<file path="src/rtl/sipo_pkg.sv">
// Shared definitions for the serial-in parallel-out deserializer:
// frame states, counter width helper and reset values.
package sipo_pkg;

   // Frame position when the parity option is built in.
   typedef enum logic {
      DATA   = 1'b0,
      PARITY = 1'b1
   } state_t;

   localparam logic RST_VALID   = 1'b0;
   localparam logic RST_OVERRUN = 1'b0;
   localparam logic RST_PERR    = 1'b0;

   // Bits needed to count 0..w-1.
   function automatic int cnt_width(input int w);
      return (w < 2) ? 1 : $clog2(w);
   endfunction

endpackage

</file>
<file path="src/rtl/sipo_bit_counter.sv">
// Modulo-WIDTH bit counter for the deserializer.
// Ports: clk, rst (sync, active high), en (count), clr (restart at 0),
//        last_bit (count is at WIDTH-1).
import sipo_pkg::*;

module sipo_bit_counter #(
   parameter int WIDTH = 4
) (
   input  logic clk,
   input  logic rst,
   input  logic en,
   input  logic clr,
   output logic last_bit
);

   localparam int CW = cnt_width(WIDTH);
   localparam logic [CW-1:0] LAST = CW'(WIDTH - 1);

   logic [CW-1:0] cnt;

   assign last_bit = (cnt == LAST);

   always_ff @(posedge clk) begin
      if (rst || clr) begin
         cnt <= '0;
      end else if (en) begin
         cnt <= last_bit ? '0 : cnt + CW'(1);
      end
   end

endmodule

</file>
<file path="src/rtl/shift_register_4bits_serial_in.sv">
// Serial-in, parallel-out deserializer, MSB first, with valid/ready output.
// Ports: clk, rst (sync, active high), sin, sin_en, sync (frame resync),
//        out_ready; outputs Q, Qbar (~Q), out_valid, overrun (drop pulse).
// Option SIPO_PARITY_EN: trailing even-parity bit per word and parity_err.
import sipo_pkg::*;

module shift_register_4bits_serial_in #(
   parameter int WIDTH = 4
) (
   input  logic             clk,
   input  logic             rst,
   input  logic             sin,
   input  logic             sin_en,
   input  logic             sync,
   input  logic             out_ready,
`ifdef SIPO_PARITY_EN
   output logic             parity_err,
`endif
   output logic [WIDTH-1:0] Q,
   output logic [WIDTH-1:0] Qbar,
   output logic             out_valid,
   output logic             overrun
);

   logic [WIDTH-1:0] sr;
   logic [WIDTH-1:0] word;
   logic             last;
   logic             shift_en;
   logic             complete;
   logic             transfer;
   logic             accept;

   assign transfer = out_valid && out_ready;
   assign accept   = !out_valid || out_ready;
   assign Qbar     = ~Q;

`ifdef SIPO_PARITY_EN
   state_t state;
   state_t state_nxt;
   logic   perr_new;

   always_ff @(posedge clk) begin
      if (rst) begin
         state <= DATA;
      end else begin
         state <= state_nxt;
      end
   end

   always_comb begin
      state_nxt = state;
      unique case (state)
         DATA: begin
            if (!sync && sin_en && last) begin
               state_nxt = PARITY;
            end
         end
         PARITY: begin
            if (sync || sin_en) begin
               state_nxt = DATA;
            end
         end
         default: state_nxt = DATA;
      endcase
   end

   // Data bits shift only in DATA; the parity bit just closes the frame.
   assign shift_en = sin_en && (state == DATA);
   assign complete = !sync && sin_en && (state == PARITY);
   assign word     = sr;
   assign perr_new = (^sr) ^ sin;
`else
   assign shift_en = sin_en;
   assign complete = !sync && sin_en && last;
   assign word     = {sr[WIDTH-2:0], sin};
`endif

   sipo_bit_counter #(
      .WIDTH(WIDTH)
   ) u_cnt (
      .clk     (clk),
      .rst     (rst),
      .en      (shift_en),
      .clr     (sync),
      .last_bit(last)
   );

   always_ff @(posedge clk) begin
      if (rst || sync) begin
         sr <= '0;
      end else if (shift_en) begin
         sr <= {sr[WIDTH-2:0], sin};
      end
   end

   // A completed word is kept only if the holding register is free
   // or being emptied on this same edge; otherwise it is dropped.
   always_ff @(posedge clk) begin
      if (rst) begin
         Q         <= '0;
         out_valid <= RST_VALID;
         overrun   <= RST_OVERRUN;
`ifdef SIPO_PARITY_EN
         parity_err <= RST_PERR;
`endif
      end else begin
         overrun <= 1'b0;
         if (complete) begin
            if (accept) begin
               Q         <= word;
               out_valid <= 1'b1;
`ifdef SIPO_PARITY_EN
               parity_err <= perr_new;
`endif
            end else begin
               overrun <= 1'b1;
            end
         end else if (transfer) begin
            out_valid <= 1'b0;
`ifdef SIPO_PARITY_EN
            parity_err <= 1'b0;
`endif
         end
      end
   end

endmodule

</file>
<file path="config.mk">
export PLATFORM = sky130hd
export DESIGN_NAME = shift_register_4bits_serial_in
export DESIGN_NICKNAME = d
export VERILOG_FILES = /design/src/rtl/sipo_pkg.sv /design/src/rtl/sipo_bit_counter.sv /design/src/rtl/shift_register_4bits_serial_in.sv
export SDC_FILE = /design/constraint.sdc
export NUM_CORES = 1
export LEC_CHECK = 0
export ABC_AREA = 0
export CAP_MARGIN = 20
export CORE_AREA = 2 2 39 41
export CTS_CLUSTER_DIAMETER = 50
export CTS_CLUSTER_SIZE = 12
export DETAILED_ROUTE_END_ITERATION = 16
export DIE_AREA = 0 0 41 43
export PLACE_DENSITY = 0.61
export SYNTH_ARGS = -nofsm -noshare
export SYNTH_HDL_FRONTEND = slang
export SYNTH_HIERARCHICAL = 1
export SYNTH_SLANG_ARGS = --single-unit
</file>
<file path="constraint.sdc">
create_clock -name clk -period 1.5 [get_ports clk]
set_input_delay 0.3 -clock clk [delete_from_list [all_inputs] [get_ports clk]]
set_output_delay 0.3 -clock clk [all_outputs]
set_load 0.02 [all_outputs]
</file>
Yosys cells after proc, flatten, opt, wreduce, memory -nomap -nowiden --
Cells that the tools add are included.
Word-level totals: bits in registers 11, bits of input ports 6, output and inout bits 10, logic and storage cells 26
Cells by class: add/subtract/negate cells 1, eq/ne operators 2, multiplexer cells 5, bitwise logic cells 2, reduce and logical (&&, ||, !) cells 11
Operators with widths (number):
- 1-bit 2-to-1 mux | 4
- 4-bit NOT | 1
- 2-bit AND reduction | 2
- 1-bit logical AND | 3
- 2-bit by 1-bit adder with 2-bit output (second input constant) | 1
- 2-bit == test (second input constant) | 1
- 1-bit logical NOT | 2
- 1-bit logical OR | 2
- 2-bit 2-to-1 mux | 1
- 2-bit by 1-bit != test with 1-bit output (second input constant) | 1
- 2-bit nonzero test | 1
- 2-bit OR reduction | 1
- 1-bit NOT | 1

Longest topological paths before layout --
depth in word-level cells 5, depth in mapped cells 5, gate-level depth less buffers 4

Hierarchy --
Netlist, hierarchy kept.
By module, submodules not included:
- shift_register_4bits_serial_in | times used 1, cells an instance 38, area an instance 381.6 um^2, seq. area each 180.2 um^2
- sipo_bit_counter | times used 1, cells an instance 8, area an instance 95.1 um^2, seq. area each 40.0 um^2

Worst setup path after synthesis --
Ideal clock, no wire load.
path type reg-to-reg, from reg u_cnt.cnt[0], to reg u_cnt.cnt[0], library setup time 0.079 ns, arrival time 1.019 ns, required time 1.421 ns, setup slack 0.402 ns, cell stages (with the launch flop) 4, path buffers 0, clock period less this slack 1.098 ns, path through dfxtp_1 -> ha_1 -> or3b_1 -> a211oi_2
On the way: word-level cells in the longest chain between the ends 2, elaborated cells on any way between the ends 3, classes of those cells 1 x add/sub; 1 x eq/ne; 1 x mux
RTL lines:
- start: declaration | RTL line sipo_bit_counter.sv:19 | logic [CW-1:0] cnt;
- start signal: assignment | RTL line sipo_bit_counter.sv:27 | cnt <= last_bit ? '0 : cnt + CW'(1);
- 2-bit == test | RTL line sipo_bit_counter.sv:21 | assign last_bit = (cnt == LAST);
- via last | RTL line shift_register_4bits_serial_in.sv:27 | logic last;
- 2-bit 2-to-1 mux | RTL line sipo_bit_counter.sv:27
The timed path passes the listed nets, and every way through them passes these cells. A chain may end at the register's enable or synchronous reset.

Final worst setup path --
from reg Q[1], to out Qbar[1]
On the way: word-level cells in the longest chain between the ends 1
RTL lines:
- start: declaration | RTL line shift_register_4bits_serial_in.sv:19 | output logic [WIDTH-1:0] Q,
- start signal: assignment | RTL line shift_register_4bits_serial_in.sv:110 | Q <= word;
- 4-bit NOT | RTL line shift_register_4bits_serial_in.sv:35 | assign Qbar = ~Q;
- end: declaration | RTL line shift_register_4bits_serial_in.sv:20 | output logic [WIDTH-1:0] Qbar,
No other way between the ends.

==> impl_metrics.yaml <==
global_routing:
  number_of_antenna_violations_at_the_first_check_in_global_routing: 0
  wire_length_of_the_first_global_routing_pass_um: 1290
  first_global_vias: 310
  global_route.usage.total_pct: 11.1
  grt.overflow.total: 0
  maximum_number_of_pins_on_one_net_before_global_route_repair: 16
worst_setup_path:
  data_arrival_time_of_the_worst_path_ns: 0.97
  worstReg2RegStart: "u_cnt/cnt[0]$_SDFFE_PP0P_"
  r2r_cells: 4
  crit_buf_inv: 2
  crit_path_end_kind: "primary output"
  series_of_cell_instances_along_the_critical_path: "inv_1 > dlygate4sd2_1"
  cp-start-kind: "flip-flop"
  critPathMaxFanout: 3
  cp_data_required_time_ns: 1.20
  ws_path_type: "flip-flop to primary output"
  critical_path.top_delay_family: "flip-flops"
  cpPeakStageDelay_ns: 0.36
  rr_endpoint: "Q[0]$_SDFFE_PP0P_"
  timing.critical_path.slowest_stage_cell: "sky130_fd_sc_hd__dfxtp_1"
  setup_slack_of_the_most_critical_reg_to_reg_path_ns: 0.30
cts:
  insertion_delay_ns: 0.26
  max-clock-path-buffers: 2
  post_cts.repair.setup_buffers: 0
  clock_sinks: 11
  numCtsBuffers: 3
  clock_tree_from_tritoncts: "done"
  holdBufCountCts: 0
  cts.root.buffer_cell: "sky130_fd_sc_hd__clkbuf_4"
  clk_pin_slew_worst_paths_ns: 0.07
  h-tree-depth: 1
placed_design:
  place_congestion: 0.672
  io_buffers: 15
  dp_worst_setup_slack_ns: -0.0167
min_path:
  timing.hold.worst.class: "flip-flop to flip-flop"
  min-delay-start: "sr[2]$_SDFFE_PP0P_"
  min_delay_worst_endpoint: "Q[3]$_SDFFE_PP0P_"
  timing.hold.worst_path_depth: 2
cells_and_area:
  ff_latch_area_sq_um: 220
  multiInputGateArea_sq_um: 226
  syn2layout_area_growth_pct: 43.3
  num_antenna_cells: 0
  num-nets-final: 75
  drive_above_1_share_pct: 14.9
  final.fill_count: 135
sta:
  timing_worst_slew_pin_value_ns: 0.263
  hold_slack_ns: 0.474
  timing.final.hold_violations: 0
  post-route-worst-setup-slack_ns: 0.232
  setup_viol: 0
  max_freq_ghz: 0.789
  grt_setup_unrepaired: "false"
  period_needed_ns: 1.27
  headroom_to_the_max_slew_limit_pct: 82.4
  slew_violations: 0
  final.period_utilization_pct: 84.5
  timing.clock.skew_ns: 0.00472
routing:
  initialDrtViolationCount: 6
  first_pass_iters: 4
  antenna_left: 0
  detail_route.drc_violations: 0
  vias: 365
  wirelength_um: 796
  route.detailed.vias_per_inst: 4.40
  post_drt_wl_per_cell_um: 9.59
logic_synthesis:
  syn-cell-area_sq_um: 477
  post_synth_main_area_contributors: "sky130_fd_sc_hd__dfxtp_1 (46%), sky130_fd_sc_hd__mux2i_1 (17%), sky130_fd_sc_hd__nand2b_1 (13%)"
  number_of_enable_flip_flop_cells_after_synthesis: 0
  ys_warn_count: 6
  synth.ff_latch_count: 11
  synth_seq_area_share_pct: 46.2
  netlist.top_cell.by_area: "sky130_fd_sc_hd__dfxtp_1"
  synth_top_cell_area_share_pct: 46.2
  ys_types: 13
  synth-async-reset-ratio_pct: 0
  avgSynthCellArea_sq_um: 10.4
  synth.top_cells.by_count: "sky130_fd_sc_hd__dfxtp_1 (11), sky130_fd_sc_hd__nand2b_1 (10), sky130_fd_sc_hd__mux2i_1 (8)"
  synth_top_flop_cell: "sky130_fd_sc_hd__dfxtp_1"
  synth_instances: 46
  synth.most_common_cell: "sky130_fd_sc_hd__dfxtp_1"
  postSynthNetCount: 53
power:
  max-vdd-ir-drop_uv: 539
  power_density_mw_per_mm2: 782
  p_leak_uw: 0.000304
die:
  fp.dieArea_sq_mm: 0.00176
  fp.dieW_um: 41
  core_area_sq_mm: 0.00138
  std_cell_rows: 14
  die_y_um: 43
  effective_utilization_at_floorplan_pct: 34.4
  io_pins: 16
flow_run:
  max-cap-violations: 0
run_status:
  result_of_the_run: "completed"
cells by family after synthesis:
kind of cell / Yosys count / share of synthesized area (%)
AO/OA/AOI/OAI: 2 / 3.67
adder cells (fa/ha/maj): 1 / 2.62
buffers and inverters: 6 / 6.30
flip-flops: 11 / 46.2
multiplexers: 8 / 16.8
AND/OR/NAND/NOR: 18 / 24.4
final cells by class:
cell class | instances | area share [%]
multi-input cells | 29 | 33.2
flip-flops and latches | 11 | 32.2
repair buffers | 19 | 25.6
clock buffers | 4 | 3.85
well taps | 16 | 2.93
inverters | 4 | 2.20
routing by layer:
layer	vias up	global-route usage, %	wire (um)
met3	2	4.71	49
met2	10	15.3	360
met4	0	6.00	20
met1	155	14.0	366
met5	-	0	0
li1	198	-	-
cell usage in the layout (no fill, tap or decap), drive strengths merged:
cell type      Yosys  layout
nand3b             1       1
clkbuf             1       4
mux2i              8       8
nor2b              1       1
ha                 1       1
a21oi              1       1
nand2b            10      10
a211oi             1       1
dlymetal6s2s       0       2
dlygate4sd2        0       8
or3b               1       1
nor3               5       5
dfxtp             11      11
inv                4       4
clkdlybuf4s50      0       5
buf                1       4
sequential cells by signal, indices dropped and copies added, names as in the netlist:
name and count:
Q 4, out_valid 1, overrun 1, sr 3, u_cnt/cnt 2
worst register-to-register path: stages (launching register included):
cell,delay [ns]
sky130_fd_sc_hd__dfxtp_1,0.35
sky130_fd_sc_hd__ha_1,0.19
sky130_fd_sc_hd__nand3b_2,0.09
sky130_fd_sc_hd__nor2b_2,0.26
sky130_fd_sc_hd__mux2i_1,0.24
worst max path at each step:
stage / startpoint / end / slack (ns) / depth (start not counted)
final: Q[1]$_SDFFE_PP0P_ / Qbar[1] / 0.23 / 2
after global routing: Q[1]$_SDFFE_PP0P_ / Qbar[1] / 0.17 / 2
after CTS: out_valid$_SDFFE_PP0P_ / out_valid / 0.01 / 1
after detailed placement: sync / Q[1]$_SDFFE_PP0P_ / -0.02 / 4
after global placement: sync / Q[0]$_SDFFE_PP0P_ / -0.004 / 4
after floorplan: u_cnt/cnt[0]$_SDFFE_PP0P_ / u_cnt/cnt[0]$_SDFFE_PP0P_ / 0.40 / 3
metrics by stage:
stage / utilization, % / cell area (sq um) / instances / setup TNS, ns / total power (uW)
floorplan: - / 477 / 46 / 0 / 320
global placement: 47.8 / 662 / 79 / -0.00441 / 348
detailed placement: 47.8 / 662 / 79 / -0.0167 / 349
CTS: 49.0 / 678 / 83 / 0 / 541
global route: 49.4 / 683 / 83 / 0 / 563
finish: 49.4 / 683 / 83 / 0 / 534
what timing repair did:
action / 4_1_cts / 5_1_grt
resized for setup: 8 / 2
cloned: 0 / 0
setup endpoints to repair: 8 / 2
report_power, final:
group	switching, uW	internal, uW
clock network	90.6	103
registers	1.98	295
logic	16.6	27.9
total	109	425
Power figures use the tool's default switching activity.
